**config.mk**
```make
export PLATFORM = sky130hd
export DESIGN_NAME = memory_port_arbiter
export DESIGN_NICKNAME = d
export VERILOG_FILES = /design/src/rtl/memory_port_arbiter.sv
export SDC_FILE = /design/constraint.sdc
export NUM_CORES = 1
export LEC_CHECK = 0
export CAP_MARGIN = 20
export CORE_AREA = 8 8 169 171
export DETAILED_ROUTE_END_ITERATION = 7
export DIE_AREA = 0 0 177 179
export SLEW_MARGIN = 25
export SYNTH_ARGS = -nofsm -noshare
export SYNTH_HDL_FRONTEND = slang
export SYNTH_SLANG_ARGS = --single-unit
```
**constraint.sdc**
```tcl
create_clock -name i_clk -period 2.8 [get_ports i_clk]
set_clock_uncertainty 0.1 [all_clocks]
set_input_delay 0.56 -clock i_clk [delete_from_list [all_inputs] [get_ports i_clk]]
set_output_delay 0.56 -clock i_clk [all_outputs]
set_load 0.05 [all_outputs]
```
**src/rtl/memory_port_arbiter.sv**
```systemverilog
// memory_port_arbiter: round-robin sharing of one memory RW port among several requesters
module memory_port_arbiter #(
    parameter int REQUESTERS   = 4,
    parameter int DATAW        = 32,
    parameter int WORDW        = 1024,
    parameter int ADDRW        = $clog2(WORDW),
    parameter int READ_LATENCY = 1
) (
    input  logic                          i_clk,
    input  logic                          i_rst_n,
    input  logic [REQUESTERS-1:0]         i_req_valid,
    output logic [REQUESTERS-1:0]         o_req_ready,
    input  logic [REQUESTERS-1:0]         i_req_write,
    input  logic [REQUESTERS*ADDRW-1:0]   i_req_address,
    input  logic [REQUESTERS*DATAW-1:0]   i_req_data,
    input  logic [REQUESTERS*DATAW-1:0]   i_req_mask,
    output logic [REQUESTERS-1:0]         o_rsp_valid,
    output logic [DATAW-1:0]              o_rsp_data,
    output logic                          o_me,
    output logic                          o_we,
    output logic [ADDRW-1:0]              o_adr,
    output logic [DATAW-1:0]              o_d,
    output logic [DATAW-1:0]              o_wem,
    input  logic [DATAW-1:0]              i_q
);
    localparam int IW = $clog2(REQUESTERS);
    localparam int RL = READ_LATENCY;

    logic [IW-1:0] last_grant;
    logic [IW-1:0] grant;
    logic          grant_any;
    logic          hs;
    logic [RL:0]   tag_v;
    logic [IW-1:0] tag_id [RL+1];

    // search downward from the farthest candidate so the nearest valid one after last_grant wins
    always_comb begin
        grant     = last_grant;
        grant_any = 1'b0;
        for (int i = REQUESTERS; i >= 1; i--) begin
            if (i_req_valid[(int'(last_grant) + i) % REQUESTERS]) begin
                grant     = IW'((int'(last_grant) + i) % REQUESTERS);
                grant_any = 1'b1;
            end
        end
    end

    assign hs          = grant_any && i_rst_n;
    assign o_req_ready = hs ? {{(REQUESTERS-1){1'b0}}, 1'b1} << grant : '0;

    // register the granted request onto the memory port; fields hold when idle
    always_ff @(posedge i_clk or negedge i_rst_n) begin
        if (!i_rst_n) begin
            o_me       <= 1'b0;
            o_we       <= 1'b0;
            o_adr      <= '0;
            o_d        <= '0;
            o_wem      <= '0;
            last_grant <= IW'(REQUESTERS - 1);
        end else begin
            o_me <= hs;
            o_we <= hs && i_req_write[grant];
            if (hs) begin
                last_grant <= grant;
                o_adr      <= i_req_address[grant*ADDRW +: ADDRW];
                o_d        <= i_req_data[grant*DATAW +: DATAW];
                o_wem      <= i_req_mask[grant*DATAW +: DATAW];
            end
        end
    end

    // tag pipeline: stage 0 lines up with o_me, stage RL with valid memory read data
    always_ff @(posedge i_clk or negedge i_rst_n) begin
        if (!i_rst_n) begin
            tag_v <= '0;
            for (int i = 0; i <= RL; i++) tag_id[i] <= '0;
        end else begin
            tag_v     <= {tag_v[RL-1:0], hs && !i_req_write[grant]};
            tag_id[0] <= grant;
            for (int i = 1; i <= RL; i++) tag_id[i] <= tag_id[i-1];
        end
    end

    // capture read data when its tag reaches the end of the pipeline; data holds otherwise
    always_ff @(posedge i_clk or negedge i_rst_n) begin
        if (!i_rst_n) begin
            o_rsp_valid <= '0;
            o_rsp_data  <= '0;
        end else begin
            o_rsp_valid <= tag_v[RL] ? {{(REQUESTERS-1){1'b0}}, 1'b1} << tag_id[RL] : '0;
            if (tag_v[RL]) o_rsp_data <= i_q;
        end
    end
endmodule

```
# [Word-level counts from Yosys, hierarchy flattened]
# Cells that the tools add are included.
[classes] n_lt_le_gt_ge=5 reduce_logical=8 n_shift=5 addsub=4 bitwise_logic=4 n_mux=24 multipliers=1
[op_table] cell="128-bit by 8-bit indexed part select with 32-bit output" count=2
[op_table] cell="40-bit by 7-bit indexed part select with 10-bit output" count=1
[op_table] cell="3-bit by 4-bit < comparator with 1-bit output (second input constant)" count=4
[op_table] cell="1-bit two-way mux" count=13
[op_table] cell="1-bit binary-select mux with 2-bit select" count=5
[op_table] cell="2-bit two-way mux" count=4
[op_table] cell="4-bit two-way mux" count=2
[op_table] cell="2-bit OR reduction" count=4
[op_table] cell="1-bit by 2-bit left shift with 4-bit output (first input constant)" count=2
[op_table] cell="2-bit by 3-bit multiplier with 5-bit output (second input constant)" count=1
[op_table] cell="2-bit by 1-bit adder with 2-bit output (second input constant)" count=2
[op_table] cell="2-bit adder (second input constant)" count=2
[op_table] cell="1-bit AND (first input constant)" count=4
[op_table] cell="1-bit logical AND" count=3
[op_table] cell="2-bit by 3-bit < comparator with 1-bit output (second input constant)" count=1
[op_table] cell="1-bit zero test" count=1
[totals] wordCells=62 reg_bits=120 output_inout_bits=116 input_bits=338

# [Longest topological paths before layout]
# Gate-level depths: netlist (run 1).
[logic_depth] depth_word=14 ltp_mapped=8 depth_no_buf=6

# [Worst setup path after synthesis (run 1)]
# OpenSTA, ideal clock, no wires.
[synth_path] kind="in2out" startpoint="input port i_req_valid[0]" endpoint="output port o_req_ready[1]" path_buffers=3 path_slack_ns=-0.378 arrival_ns=2.518 required_ns=2.140 stages=7 path_cell_list="nand2b_1 a21o_1 and3_1 buf_2 buf_6 buf_2 nor3_1"
[synth_between] elab_chain_len=9 elab_cells_between_ends=23 cone_classes="shift: 1; mux: 21; reduce/logical: 1"
[synth_rtl] element="start, declared" line="11" source="input logic [REQUESTERS-1:0] i_req_valid,"
[synth_rtl] element="1-bit binary-select mux with 2-bit select" line="41" source="if (i_req_valid[(int'(last_grant) + i) % REQUESTERS]) begin"
[synth_rtl] element="1-bit two-way mux (implied by the code) (2 in series)" line="41"
[synth_rtl] element="2-bit two-way mux or 1-bit two-way mux (tied branches) (4 in series)" line="41"
[synth_rtl] element="1-bit by 2-bit left shift with 4-bit output or 1-bit logical AND (tied branches)" line="49, 48"
[synth_rtl] element="4-bit two-way mux *" line="49" source="assign o_req_ready = hs ? {{(REQUESTERS-1){1'b0}}, 1'b1} << grant : '0;"
[synth_rtl] element="end, declared" line="12" source="output logic [REQUESTERS-1:0] o_req_ready,"
# Every way passes the cells marked *; elsewhere a longest branch is shown, timed or not. The select of a mux whose other input is x is not followed.

# [Worst setup path in the final report (run 1)]
[layout_path] startpoint="input port i_req_valid[1]" endpoint="output port o_req_ready[2]"
# Same word-level chain as after synthesis.

==> results of run 1 <==
[layout make-up]
type                    count  area [um2]
clock inverters            15         154
clock buffers              17         425
repair buffers            501        5070
inverters                  78         293
multi-input cells         438        3630
fillers                  2431       12800
well taps                 335         419
flip-flops and latches    120        3010
[worst max-delay path by stage]
stage / startpoint / end / slack [ns] / cells past startpoint
2_1_floorplan: last_grant[1] / o_req_ready[0] / -0.20 / 7
3_3_place_gp: i_req_valid[0] / o_wem[12] / -0.10 / 7
3_5_place_dp: i_req_valid[0] / o_req_ready[0] / -0.14 / 7
4_1_cts: i_req_valid[1] / o_req_ready[2] / 0.04 / 7
5_1_grt: i_req_valid[1] / o_req_ready[2] / 0.03 / 7
6_report: i_req_valid[1] / o_req_ready[2] / 0.09 / 7
[per-stage QoR]
stage                     power [mW]  worst slack [ns]  instances   util  TNS (ns)
after CTS                       12.1            0.0408       1504  0.504         0
after floorplan                 7.00            -0.198        705      -    -0.396
after global routing            12.4            0.0308       1504  0.504         0
after detailed placement        9.79            -0.142       1469  0.480    -0.545
after global placement          9.73            -0.101       1469  0.480    -0.324
final                           11.9            0.0903       1504  0.504         0
[power by group through the flow]
stage | combinational (mW) | clock, mW | sequential (mW)
floorplan | 1.91 | 0 | 5.09
global placement | 6.95 | 0 | 2.78
detailed placement | 6.98 | 0 | 2.81
CTS | 7.02 | 2.25 | 2.79
global route | 7.25 | 2.32 | 2.87
finish | 6.94 | 2.18 | 2.78
[per-layer routing]
metal	wire, um	up-vias	share of wire	global-route usage
met5	13	-	0.00039	0
met4	609	2	0.018	0.0627
met2	17200	306	0.51	0.362
met3	2690	33	0.080	0.0647
met1	13000	3501	0.39	0.228
li1	-	3486	-	-
[cell usage in the layout, fill, tap and decap left out, types with 3 or more instances in the layout]
cell type / instances
clkdlybuf4s50_1: 446
dfrtp_1: 118
nor2_1: 76
a211oi_2: 76
inv_1: 75
mux2i_1: 74
a31oi_1: 74
a211oi_1: 73
buf_4: 38
mux2_2: 32
clkbuf_16: 17
buf_12: 15
inv_6: 5
inv_8: 4
nand2b_1: 3
inv_2: 3
nand2_1: 3
nor3_2: 3
[cell families after synthesis]
group / count (synthesis) / share of synthesized area
mux: 106 / 0.153
buf+inv: 147 / 0.0857
compound gates: 233 / 0.286
simple gates: 99 / 0.0576
flops: 120 / 0.418
[sequential cells by signal, summed over array words and instances, names as in the netlist]
register / flops
tag_id: 4
o_rsp_data: 32
o_we: 1
o_adr: 10
o_d: 32
o_rsp_valid: 4
o_wem: 32
last_grant: 2
tag_v: 2
o_me: 1
[what timing repair did]
| action | CTS | global route |
|---|---|---|
| buffers inserted | 3 | 0 |
| pin swaps | 0 | 0 |
| gates resized for setup | 6 | 3 |
| endpoints found under the setup margin | 2 | 2 |
==> reports/results.txt, run 1 <==
RSZ-0062 raised after global routing: false
combinational cell fraction of total power: 0.583
Die Ht: 179 um
total wire length: 33500 um
async set-reset flop share out of synthesis: 1.00
maximum VDD drop: 0.590 mV
row count: 59
crit start category: input pin
fin area: 0.0130 mm2
most used cell, CP: buf_4
Hold WS: 0.219 ns
CP Max Fanout: 4
clock root buffer: clkbuf_16
ys flop type: dfrtp_1
# diodes: 0
Synth Instances: 705
max_cap viols: 0
Yosys reg bits: 120
min-delay worst type: input pin to async pin
post-synthesis sequential area ratio: 0.418
Leak Pwr: 5.31 nW
Slew @ Worst Pin: 1.03 ns
internal power: 6.28 mW
vias in the first global route: 8003
reg2reg path depth: 9
critical path class: input pin to output pin
Area growth syn-to-layout: 80.6%
Flop pwr share: 0.234
Die ar.: 0.0317 mm2
slowest CP cell: clkdlybuf4s50_1
Core Area: 0.0258 mm2
Fin. Hold Viols: 0
Slew Limit Fails: 0
placed inst area: 0.0124 mm2
first-pass GRT wire length: 49000 um
Yosys top cell area share: 0.410
share of cells above drive strength 1: 0.181
Arrival @ worst endpoint: 2.05 ns
H-tree Lvls: 4
synth cell count leaders: dfrtp_1, nor2_1, a211oi_2
Die Wd: 177 um
post-synthesis cell area: 0.00720 mm2
initial antenna violation count: 1
syn_area_per_cell: 10.2 um2
crit path cell chain: clkdlybuf4s50_1 > buf_4 > o41ai_4 > buf_4 > nor3_2 > buf_4 > buf_12
Skew-Pair Late Insertion Delay: 0.42 ns
Mapped Nets: 1043
count leader, synth: dfrtp_1
Net Sw Power: 5.63 mW
antenna-violating nets left: 0
CTS tree: built
clk buf depth: 2
Tcrit/Tclk final: 0.968
area leader, netlist: dfrtp_1
top cells by area, synth: dfrtp_1, a211oi_2, mux2i_1, a211oi_1, a31oi_1
total gr overflow: 0
Clock Power Share: 0.183
Final setup viols: 0
Max-slew headroom: 0.311
largest net degree at the start of global routing: 121
EDFF count, synth: 0
R2R setup slack: 0.38 ns
clock-pin slew on the worst setup and hold paths: 0.06 ns
r2r endpoint: o_d[13]
I/O Pins: 454
switching fraction of total power: 0.473
cts hold-fix bufs: 0
status: complete, no violations
fin crit period: 2.71 ns
DR pass1 iterations: 4
clock buffer count from CTS: 17
Placer Congestion: 0.789
CP top delay family: buffers and inverters
GRT Total Usage: 0.203
CP Buf/Inv Count: 5
Fmax achieved: 369 MHz
Post-route DRC: 0
nets: 1494
initial core utilization: 0.279
CP max stage delay: 0.48 ns
Data required, critical path: 2.14 ns
drt via density: 4.87
CTS sink cnt: 120
Crit. End Element: output pin
WL/cell: 22.2 um
via count: 7328
PD cells: 916 mW/mm2
DR iter-0 viols: 339
synth unique cells: 33
Syn. warnings: 0
worst r2r src: last_grant[1]
IO Port Bufs: 453
HPWL after detailed placement: 25200 um
(Power assumes the default switching activity.)
==> run 2: changes to the inputs <==
TNS_END_PERCENT = 30   (was not set)
==> results of run 2 <==
Same layout as run 1: the final DEF is identical, and so are final timing and power.
==> run 3: changes to the inputs <==
CAP_MARGIN = not set   (was 20)
HOLD_SLACK_MARGIN = 0.12   (was not set)
==> results of run 3 <==
Same layout as run 1: the final DEF is identical, and so are final timing and power.
